File: src/rtl/mash11_stream_mod.sv
// mash11_stream_mod: zero-order-hold resampler feeding a MASH 1-1 noise shaper
// that emits a 2-bit offset DAC code every aclk cycle.
module mash11_stream_mod #(
    parameter int DATA_WIDTH = 16,
    parameter int DIV_WIDTH  = 16
) (
    input  logic                  aclk,
    input  logic                  arst_n,
    input  logic [DIV_WIDTH-1:0]  osr_div,
    input  logic [DATA_WIDTH-1:0] s_axis_data_tdata,
    input  logic                  s_axis_data_tvalid,
    output logic                  s_axis_data_tready,
    output logic [1:0]            dac_code,
    output logic                  dac_valid,
    output logic                  underflow
);
    logic [DATA_WIDTH-1:0] x_reg, acc1, acc2;
    logic [DIV_WIDTH-1:0]  div_cnt;
    logic                  running, c2_d;
    logic [DATA_WIDTH:0]   s1, s2;
    logic [1:0]            code_next;

    assign s_axis_data_tready = div_cnt == '0;

    always_comb begin
        s1 = {1'b0, acc1} + {1'b0, x_reg};
        s2 = {1'b0, acc2} + {1'b0, s1[DATA_WIDTH-1:0]};
        // y lies in -1..2, so y+1 computed modulo 4 is exactly the offset code
        code_next = 2'd1 + {1'b0, s1[DATA_WIDTH]} + {1'b0, s2[DATA_WIDTH]} - {1'b0, c2_d};
    end

    always_ff @(posedge aclk) begin
        if (!arst_n) begin
            x_reg     <= '0;
            acc1      <= '0;
            acc2      <= '0;
            c2_d      <= 1'b0;
            div_cnt   <= '0;
            running   <= 1'b0;
            underflow <= 1'b0;
            dac_code  <= 2'd1;
            dac_valid <= 1'b0;
        end else begin
            if (!s_axis_data_tready)
                div_cnt <= div_cnt - DIV_WIDTH'(1);
            else if (s_axis_data_tvalid) begin
                x_reg   <= s_axis_data_tdata;
                div_cnt <= osr_div;
                running <= 1'b1;
            end else if (running)
                underflow <= 1'b1;
            if (running) begin
                acc1      <= s1[DATA_WIDTH-1:0];
                acc2      <= s2[DATA_WIDTH-1:0];
                c2_d      <= s2[DATA_WIDTH];
                dac_code  <= code_next;
                dac_valid <= 1'b1;
            end else begin
                dac_code  <= 2'd1;
                dac_valid <= 1'b0;
            end
        end
    end
endmodule

File: config.mk
export PLATFORM = sky130hd
export DESIGN_NAME = mash11_stream_mod
export DESIGN_NICKNAME = d
export VERILOG_FILES = /design/src/rtl/mash11_stream_mod.sv
export SDC_FILE = /design/constraint.sdc
export NUM_CORES = 1
export LEC_CHECK = 0
export ABC_AREA = 1
export BUFFER_PORTS_ARGS = -buffer_cell sky130_fd_sc_hd__buf_2
export CAP_MARGIN = 10
export CORE_MARGIN = 10
export CORE_UTILIZATION = 60
export DETAILED_ROUTE_END_ITERATION = 6
export GPL_TIMING_DRIVEN = 0
export PLACE_DENSITY = 0.77
export SYNTH_ARGS = -nofsm -noshare
export SYNTH_HDL_FRONTEND = slang
export SYNTH_SLANG_ARGS = --single-unit
File: constraint.sdc
create_clock -name aclk -period 4.45 [get_ports aclk]
set_input_delay 0.89 -clock aclk [delete_from_list [all_inputs] [get_ports aclk]]
set_output_delay 0.89 -clock aclk [all_outputs]
set_load 0.01 [all_outputs]
==> out/qor.csv, run 1 <==
metric,value,unit
gr-total-overflow,0,
synth_top_family_by_area,simple AND/OR/NAND/NOR gates,
vias,4992,
start_util,61.29,%
post-place-ws,883.4,ps
power,2.919,mW
cts_made_buffers,9,
cts-hold-fix-buffers,0,
rows,33,
die_area,12410,um2
cts_buffer_depth,2,
crit_type,flip-flop to flip-flop,
start_kind,flip-flop,
cp_data_required_time,4680,ps
die_w,111.4,um
core,8175,um2
routedWlPerCell,13.00,um
grt_pass1_wl,21630,um
final_area,5570,um2
ant_nets,0,
routed_wl,12670,um
io_buffers,39,
synth_compound_area_share,7.840,%
grt_max_degree,13,
synth-xor-area-share,3.845,%
worstRegToRegCells,19,
cts.sinks,70,
antenna_cells,0,
r2r-start,x_reg[0]$_SDFFE_PN0P_,
hold_depth,2,
hold_class,flip-flop to flip-flop,
rsz0062_at_grt,false,
hold_end,x_reg[7]$_SDFFE_PN0P_,
cts_setup_buffers,0,
synth_seq_cells,70,
dp_cells,959,
dpl_cell_area,5338,um2
fin_util,68.14,%
min_period,3625,ps
fin_nets,937,
dp_hpwl,9890,um
setup_viol,0,
cts_tree,done,
end_kind,flip-flop,
ys_seq_area_share,27.97,%
dieHeight,111.4,um
muxShareOfSynthArea,0,%
final_cell_mix,"256 x nand2_1, 133 x inv_1, 113 x nor2_1",
regToRegEndpoint,dac_code[0]$_SDFF_PN1_,
layout-drive-gt1-share,11.26,%
h-tree-depth,3,
max_cap_viol_count,0,
powerDensity,524.1,nW/um2
synth-adder-area-share,9.688,%
slew_headroom,51.08,%
routed_via_density,5.120,
syn_area_per_cell,6.149,um2
cts_resized,0,
final_common_cell,nand2_1,
clock_skew,13.92,ps
grt_pass1_vias,4764,
final_cells,975,
grt_usage,20.32,%
drc_errors,0,
period_share,81.46,%
rrSetupSlack,820,ps
hold_viol_final,0,
p_leak,3.259,nW
peakVddDrop,0.0002818,V
clk_pin_slew,80,ps
path_max_fanout,5,
synth-simple-area-share,38.65,%
antenna_found_initial,0,
fin_hold_ws,505.3,ps
gp_congestion,0.9564,
drtIter0Drc,341,
synth_cell_types,33,
netlist_area,5011,um2
drt_first_pass_iters,5,
area_growth,11.16,%
worst_pin_slew,733.8,ps
ys_warn_count,0,
synthCells,815,
tns,0,ps
root_buffer,clkbuf_8,
max_clock_freq,275.9,MHz
worstPathArrival,3850,ps
clk-insertion-delay-late,350,ps
syn-num-nets,887,
status,completed,
worst_hold_startpoint,x_reg[7]$_SDFFE_PN0P_,
ioPinCount,40,
fin_ws,824.9,ps
maxSlewViolCount,0,
report_power, final:
group | switching [mW] | internal [mW]
Sequential | 0.108 | 0.782
Clock | 0.254 | 0.347
Combinational | 0.911 | 0.517
routing by layer:
layer,track usage (%),routed length (um)
met5,0,0
met4,8.312,438
met3,4.563,742
met2,34.58,5905
met1,24.16,5585
cell type report:
| type | instances | area, um2 |
|---|---|---|
| multi-input cells | 593 | 3008 |
| fillers | 777 | 2605 |
| flip-flops and latches | 70 | 1401 |
| inverters | 134 | 505.5 |
| repair buffers | 39 | 195.2 |
| clock buffers | 11 | 151.4 |
| well taps | 105 | 131.4 |
| plain buffers | 18 | 96.34 |
| clock inverters | 5 | 81.33 |
critical path, cell delays in order, from the launching register on:
cell and delay (ps):
dfxtp_1 320, ha_1 240, fa_1 430, nand2_1 80, nand2_1 70, nand3_1 70, nand2_1 110, nand2_1 100
nand2_1 50, nand2_1 70, nand2_1 140, ha_1 380, nand2_1 190, nor2_1 70, nor2_1 170, nor2_1 60
nor2_1 130, nand2_1 90, fa_1 440, or2_2 310
kinds of logic (layout without fill, tap and decap cells):
logic type	after synthesis	after routing
and+or+nand+nor	464	464
buffers and inverters	152	207
AOI/OAI and AO/OA	70	70
DFF	70	70
adders and majority gates	37	37
xor gates and xnor gates	22	22
synthesized netlist by cell type:
cell / number / area [um2]
nand2_1: 256 / 960.9
inv_1: 133 / 499.2
nor2_1: 113 / 424.2
dfxtp_1: 70 / 1401
nand3_1: 53 / 265.3
ha_1: 34 / 425.4
o21ai_0: 27 / 135.1
a21oi_1: 21 / 105.1
xor2_1: 17 / 148.9
nor2_2: 15 / 93.84
o21ai_1: 11 / 55.05
clkbuf_1: 10 / 37.54
nor3_1: 8 / 40.04
nand2_2: 7 / 43.79
a21oi_2: 5 / 43.79
xnor2_1: 5 / 43.79
nand4_1: 4 / 25.02
buf_1: 3 / 11.26
fa_1: 3 / 60.06
or2_2: 3 / 18.77
a31oi_1: 2 / 12.51
a31oi_2: 2 / 25.02
buf_2: 2 / 10.01
buf_6: 2 / 22.52
a211oi_1: 1 / 7.510
and2_1: 1 / 6.260
buf_8: 1 / 15.01
inv_4: 1 / 6.260
nand2_4: 1 / 11.26
nor2_4: 1 / 11.26
nor2_8: 1 / 20.02
nor3_4: 1 / 16.27
o21ai_2: 1 / 8.760
worst max-delay path by stage:
stage | depth (start not counted) | start | endpoint | slack (ps)
after CTS | 19 | x_reg[0]$_SDFFE_PN0P_ | dac_code[0]$_SDFF_PN1_ | 850
after detailed placement | 19 | x_reg[0]$_SDFFE_PN0P_ | dac_code[0]$_SDFF_PN1_ | 880
after floorplan | 19 | x_reg[0]$_SDFFE_PN0P_ | dac_code[0]$_SDFF_PN1_ | 1330
after global routing | 19 | x_reg[0]$_SDFFE_PN0P_ | dac_code[0]$_SDFF_PN1_ | 540
final | 19 | x_reg[0]$_SDFFE_PN0P_ | dac_code[0]$_SDFF_PN1_ | 820
after global placement | 19 | x_reg[0]$_SDFFE_PN0P_ | dac_code[0]$_SDFF_PN1_ | 900
No activity file was read; power rests on OpenSTA's default activity.
==> inputs of run 2 (changes only) <==
CORE_UTILIZATION = 55   (was 60)
PLACE_DENSITY = 0.74   (was 0.77)
clock period = 3.3 ns   (was 4.45 ns; I/O delays follow)
==> run 2 against run 1 <==
Via count increased by 0.56%. Wire length increased by 5.4%. Worst hold slack got worse by 38 ps. Non-clock buffer count increased by 9. Worst setup slack got worse by 700 ps. Register-to-register slack got worse by 700 ps. Final cell count increased by 1.2%. Clock power increased by 4.5%. Clock skew decreased by 6.0 ps. Combinational power increased by 56%. Sequential power increased by 38%. Critical endpoint unchanged. Largest cell class unchanged.
==> out/qor.csv, run 2 (synthesis gave the netlist of run 1 again) <==
metric,value,unit,change
status,completed,,
setup_viol,0,,unchanged
rows,34,,+3.0%
grt_max_degree,13,,unchanged
fin_nets,946,,+0.96%
start_kind,flip-flop,,
maxSlewViolCount,0,,unchanged
drt_first_pass_iters,5,,unchanged
cp-endpoint,dac_code[0]$_SDFF_PN1_,,
routed_via_density,5.086,,-0.66%
h-tree-depth,3,,unchanged
cts_buffer_depth,2,,unchanged
ioPinCount,40,,unchanged
cts_made_buffers,9,,unchanged
multi_input_area,3386,um2,+13%
gp_congestion,0.9324,,-2.5%
slew_headroom,50.69,%,-0.39 points
clk_pin_slew,80,ps,about the same
root_buffer,clkbuf_8,,
antenna_cells,0,,unchanged
period_share,96.07,%,+15 points
vias,5020,,+0.56%
max_cap_viol_count,0,,unchanged
power,4.085,mW,+40%
final_cells,987,,+1.2%
max_clock_freq,315.4,MHz,+14%
worst_pin_slew,739.7,ps,+5.922 ps
dp_hpwl,9886,um,about the same
powerDensity,685.8,nW/um2,+31%
gr-total-overflow,0,,unchanged
seq_area,1404,um2,+0.18%
die_w,115.5,um,+3.6%
die_area,13330,um2,+7.4%
cts-hold-fix-buffers,0,,unchanged
fillers,792,,+1.9%
clock_skew,7.908,ps,-6.009 ps
dieHeight,115.5,um,+3.6%
drc_errors,0,,unchanged
layout-drive-gt1-share,19.57,%,+8.3 points
dp_cells,962,,+0.31%
regToRegEndpoint,dac_code[0]$_SDFF_PN1_,,
fin_util,67.63,%,-0.50 points
antenna_found_initial,0,,unchanged
grt_usage,19.46,%,-0.86 points
grt_pass1_wl,21160,um,-2.2%
hold_viol_final,0,,unchanged
hold_depth,2,,unchanged
clk-insertion-delay-late,350,ps,about the same
grt_pass1_vias,4648,,-2.4%
cp-startpoint,acc1[0]$_SDFFE_PN0P_,,
routedWlPerCell,13.54,um,+4.2%
hold_class,flip-flop to flip-flop,,
end_kind,flip-flop,,
ant_nets,0,,unchanged
p_leak,3.282,nW,+0.69%
r2r-start,acc1[0]$_SDFFE_PN0P_,,
rrSetupSlack,130,ps,-700 ps
cts.sinks,70,,unchanged
drtIter0Drc,207,,-39%
min_period,3170,ps,-454.7 ps
core,8806,um2,+7.7%
cp_data_required_time,3550,ps,-1130 ps
io_buffers,39,,unchanged
routed_wl,13360,um,+5.4%
peakVddDrop,0.0003707,V,+32%
start_util,56.91,%,-4.4 points
crit_type,flip-flop to flip-flop,,
worstRegToRegCells,17,,-2
path_max_fanout,4,,-1
cts_tree,done,,
worstPathArrival,3420,ps,-430 ps
final_common_cell,nand2_1,,
final_cell_mix,"232 x nand2_1, 129 x inv_1, 109 x nor2_1",,
area_growth,18.85,%,
[run 2: what timing repair did]
action	in CTS	in global routing
hold endpoints to repair	0	0
endpoints found under the setup margin	2	2
gates resized for setup	24	58
cloned	0	0
buffers inserted	1	8
pin swaps	4	27
[run 2: worst max-delay path: stages (launching register included)]
cell,delay [ps]
dfxtp_2,340
ha_4,160
fa_2,370
nand2_2,90
nand2_2,70
and2_4,200
xor2_4,180
ha_4,290
nand2_1,90
inv_1,80
nand3_2,100
nand2_2,110
nand2_1,90
nand2_2,80
nand2_2,70
nand2_2,80
fa_1,440
or2_4,240
[run 2: per-stage QoR]
stage | setup WS, ps | setup TNS, ps | hold slack [ps] | area, um2
2_1_floorplan | 180.3 | 0 | 466.9 | 5011
3_3_place_gp | -299.8 | -340.4 | 448.2 | 5341
3_5_place_dp | -374.3 | -494.6 | 453.8 | 5341
4_1_cts | 13.84 | 0 | 475.9 | 5650
5_1_grt | -7.979 | -7.979 | 518.1 | 5956
6_report | 129.7 | 0 | 467.5 | 5956
[run 2: how the worst min path moves through the flow]
stage	start	end	slack [ps]
after floorplan	acc1[0]$_SDFFE_PN0P_	acc1[0]$_SDFFE_PN0P_	470
after global placement	underflow$_SDFFE_PN0P_	underflow$_SDFFE_PN0P_	450
after detailed placement	underflow$_SDFFE_PN0P_	underflow$_SDFFE_PN0P_	450
after CTS	underflow$_SDFFE_PN0P_	underflow$_SDFFE_PN0P_	480
after global routing	underflow$_SDFFE_PN0P_	underflow$_SDFFE_PN0P_	520
final	underflow$_SDFFE_PN0P_	underflow$_SDFFE_PN0P_	470
[run 2: where the power goes]
group / leakage (nW) / internal [mW] / switching (mW)
clock network: 0.0820 / 0.270 / 0.357
registers: 0.570 / 1.06 / 0.171
logic: 2.63 / 0.884 / 1.35
[run 2: cell type report]
type	instances	area share (%)
clock buffer	10	2.143
sequential	70	23.57
multi-input combinational	593	56.85
timing repair buffer	48	4.412
tap	108	2.269
buffer	18	1.618
inverter	134	8.487
clock inverter	6	0.6513
[run 2: per-layer routing]
| metal | global-route usage [%] | share of wire, % | wire length [um] | vias to the layer above |
|---|---|---|---|---|
| li1 | - | - | - | 2613 |
| met3 | 3.411 | 6.4 | 851 | 26 |
| met4 | 8.699 | 2.7 | 367 | 0 |
| met2 | 32.38 | 48 | 6433 | 134 |
| met1 | 24.14 | 43 | 5709 | 2247 |
| met5 | 0 | 0 | 0 | - |
==> inputs of run 3 (changes only) <==
ABC_AREA = not set   (was 1)
CORE_UTILIZATION = 54   (was 55)
==> run 3 against run 2 <==
The flow now finishes with violations (setup timing). Flip-flop and latch count unchanged. Sequential share of layout area increased by 3.6 points. Synthesized area fell by 15%. Critical path type unchanged. Sequential power decreased by 14%. Global-route usage is 0.062 points higher. Worst hold slack gained 2.2 ps. Critical path depth fell by 1.
==> out/qor.csv, run 3 <==
metric,value,unit,change
status,"finished, violations left",,
violations,setup timing,,
max_cap_viol_count,0,,unchanged
start_kind,flip-flop,,
grt_pass1_wl,18750,um,-11%
hold_end,x_reg[5]$_SDFFE_PN0P_,,
maxSlewViolCount,0,,unchanged
rows,32,,-5.9%
period_share,112.2,%,+16 points
worstRegToRegCells,16,,-1
dp_hpwl,8232,um,-17%
gp_congestion,0.9510,,+2.0%
synth-edff-count,0,,unchanged
h-tree-depth,3,,unchanged
drc_errors,0,,unchanged
slew_headroom,52.20,%,+1.5 points
synth_cell_types,64,,+94%
die_w,108.7,um,-5.9%
worst_hold_startpoint,x_reg[5]$_SDFFE_PN0P_,,
fin_nets,647,,-32%
routed_via_density,5.896,,+16%
drt_first_pass_iters,5,,unchanged
power,2.786,mW,-32%
final_common_cell,dfxtp_1,,
dieHeight,108.7,um,-5.9%
yosysTopAreaCellShare,33.01,%,+5.0 points
area_growth,22.07,%,
antenna_cells,0,,unchanged
vias,4015,,-20%
rsz0062_at_grt,true,,
p_int,1.772,mW,-20%
combPwrFrac,38.0,%,-17 points
grt_usage,19.52,%,+0.062 points
fin_hold_ws,469.7,ps,+2.249 ps
worst_pin_slew,717.0,ps,-22.74 ps
p_leak,2.194,nW,-33%
netlist_area,4245,um2,-15%
io_buffers,39,,unchanged
p_sw,1.013,mW,-46%
synth_commonest_cells,"70 x dfxtp_1, 57 x nand2_1, 46 x a21oi_1, 45 x nor2_1, 34 x ha_1",,
routed_wl,11490,um,-14%
clk_pin_slew,80,ps,about the same
synthCells,505,,-38%
end_kind,flip-flop,,
drtIter0Drc,192,,-7.2%
cp_data_required_time,3540,ps,about the same
gr-total-overflow,0,,unchanged
async_flop_share,0,%,unchanged
synth_seq_cells,70,,unchanged
post-place-ws,-666.4,ps,-292.1 ps
hold_class,flip-flop to flip-flop,,
clk-insertion-delay-late,350,ps,about the same
max_clock_freq,270.0,MHz,-14%
ioPinCount,40,,unchanged
cts_buffer_depth,2,,unchanged
grt_max_degree,12,,-1
min_period,3704,ps,+533.7 ps
start_util,55.22,%,-1.7 points
peakVddDrop,0.0004735,V,+28%
cts.sinks,70,,unchanged
fin_util,67.42,%,-0.22 points
synthMostInstantiatedCell,dfxtp_1,,
cts-hold-fix-buffers,0,,unchanged
ant_nets,0,,unchanged
p_clk_share,24.1,%,+8.7 points
core,7687,um2,-13%
layout-drive-gt1-share,23.32,%,+3.7 points
final_cell_mix,"66 x dfxtp_1, 57 x nand2_1, 43 x nor2_1",,
grt_pass1_vias,3983,,-14%
swShare,36.38,%,-9.5 points
rrSetupSlack,-400,ps,-530 ps
regToRegEndpoint,dac_code[0]$_SDFF_PN1_,,
seqPwrFrac,37.9,%,+7.8 points
ys_seq_area_share,33.01,%,+5.0 points
cts_made_buffers,9,,unchanged
synth_top_area_cell,dfxtp_1,,
antenna_found_initial,0,,unchanged
tns,-643.4,ps,-643.4 ps
worstPathArrival,3950,ps,+530 ps
path_max_fanout,3,,-1
synthFlopType,dfxtp_1,,
hold_viol_final,0,,unchanged
hold_depth,2,,unchanged
routedWlPerCell,16.88,um,+25%
fillers,668,,-16%
powerDensity,537.5,nW/um2,-22%
die_area,11810,um2,-11%
root_buffer,clkbuf_8,,
syn-num-nets,577,,-35%
setup_viol,2,,+2
cts_tree,done,,
synth_top_cells_by_area,"dfxtp_1 33%, ha_1 10%, a21oi_1 5.4%",,
ys_warn_count,0,,unchanged
fin_ws,-404.0,ps,-533.7 ps
crit_type,flip-flop to flip-flop,,
r2r-start,x_reg[0]$_SDFFE_PN0P_,,
clock_skew,12.23,ps,+4.324 ps
syn_area_per_cell,8.407,um2,+37%
[run 3: cell count changes in the layout (fill, tap and decap cells not counted), sizes merged, moves of 9 or more]
cell / delta
or3: +9
buf: +11
xnor2: +17
mux2i: +16
nand3: -32
inv: -118
nor2: -84
o21ai: -21
a21oi: +21
a211oi: +13
xor2: -10
o211ai: +11
nand2: -206
[run 3: cell type report]
cell class | count | area [um2] | share of cell area [%]
plain buffers | 22 | 120.1 | 2.318
clock buffers | 11 | 131.4 | 2.535
clock inverters | 4 | 48.80 | 0.9416
inverters | 16 | 60.06 | 1.159
multi-input cells | 397 | 2939 | 56.71
flip-flops and latches | 70 | 1406 | 27.14
well taps | 102 | 127.6 | 2.463
repair buffers | 59 | 349.1 | 6.736
[run 3: timing repair]
item,4_1_cts,5_1_grt
pin swaps,25,13
buffers inserted,16,5
endpoints found under the setup margin,3,7
resized for setup,27,12
[run 3: per-stage QoR]
stage               std cells  instance area (um2)
floorplan                 505                 4319
global route              681                 5182
global placement          646                 4642
CTS                       677                 5096
finish                    681                 5182
detailed placement        646                 4642
[run 3: worst max path at each step]
| stage | startpoint | to | slack (ps) |
|---|---|---|---|
| 6_report | x_reg[0]$_SDFFE_PN0P_ | dac_code[0]$_SDFF_PN1_ | -400 |
| 5_1_grt | x_reg[0]$_SDFFE_PN0P_ | dac_code[0]$_SDFF_PN1_ | -600 |
| 4_1_cts | x_reg[0]$_SDFFE_PN0P_ | dac_code[0]$_SDFF_PN1_ | -320 |
| 3_5_place_dp | x_reg[3]$_SDFFE_PN0P_ | dac_code[0]$_SDFF_PN1_ | -670 |
| 3_3_place_gp | x_reg[0]$_SDFFE_PN0P_ | dac_code[0]$_SDFF_PN1_ | -600 |
| 2_1_floorplan | x_reg[0]$_SDFFE_PN0P_ | dac_code[0]$_SDFF_PN1_ | -130 |
[run 3: kinds of logic after synthesis]
| logic type | share of synthesized area [%] |
|---|---|
| flops | 33.01 |
| compound gates | 21.16 |
| simple gates | 20.45 |
| mux | 3.772 |
| fa+ha+maj | 11.44 |
| xor+xnor | 6.160 |
| buf+inv | 4.008 |
[run 3: power groups by stage]
stage | clock network [mW] | logic, mW | registers (mW)
after detailed placement | 0 | 0.974 | 1.07
after global placement | 0 | 0.946 | 1.06
after CTS | 0.675 | 1.02 | 1.05
after global routing | 0.720 | 1.16 | 1.07
final | 0.671 | 1.06 | 1.06
after floorplan | 0 | 0.772 | 1.05
[run 3: metal layers]
| metal | global-route usage, % | up-vias | wire, um | share of wire, % |
|---|---|---|---|---|
| met1 | 22.95 | 1897 | 4790 | 42 |
| li1 | - | 1980 | - | - |
| met3 | 4.248 | 18 | 639 | 5.6 |
| met5 | 0 | - | 0 | 0 |
| met2 | 34.22 | 120 | 5829 | 51 |
| met4 | 6.968 | 0 | 234 | 2.0 |
[run 3: critical path, cell delays in order (launching register included)]
cell and delay, ps:
dfxtp_2 340, ha_4 170, fa_2 350, a21o_1 180, nand4_1 190, a21boi_1 100, o21ai_1 230, nor2b_4 220
xnor2_2 110, ha_4 180, and2_4 130, o21ai_2 90, o211ai_1 160, a221oi_2 320, o21bai_1 120, fa_1 420
or3_1 300
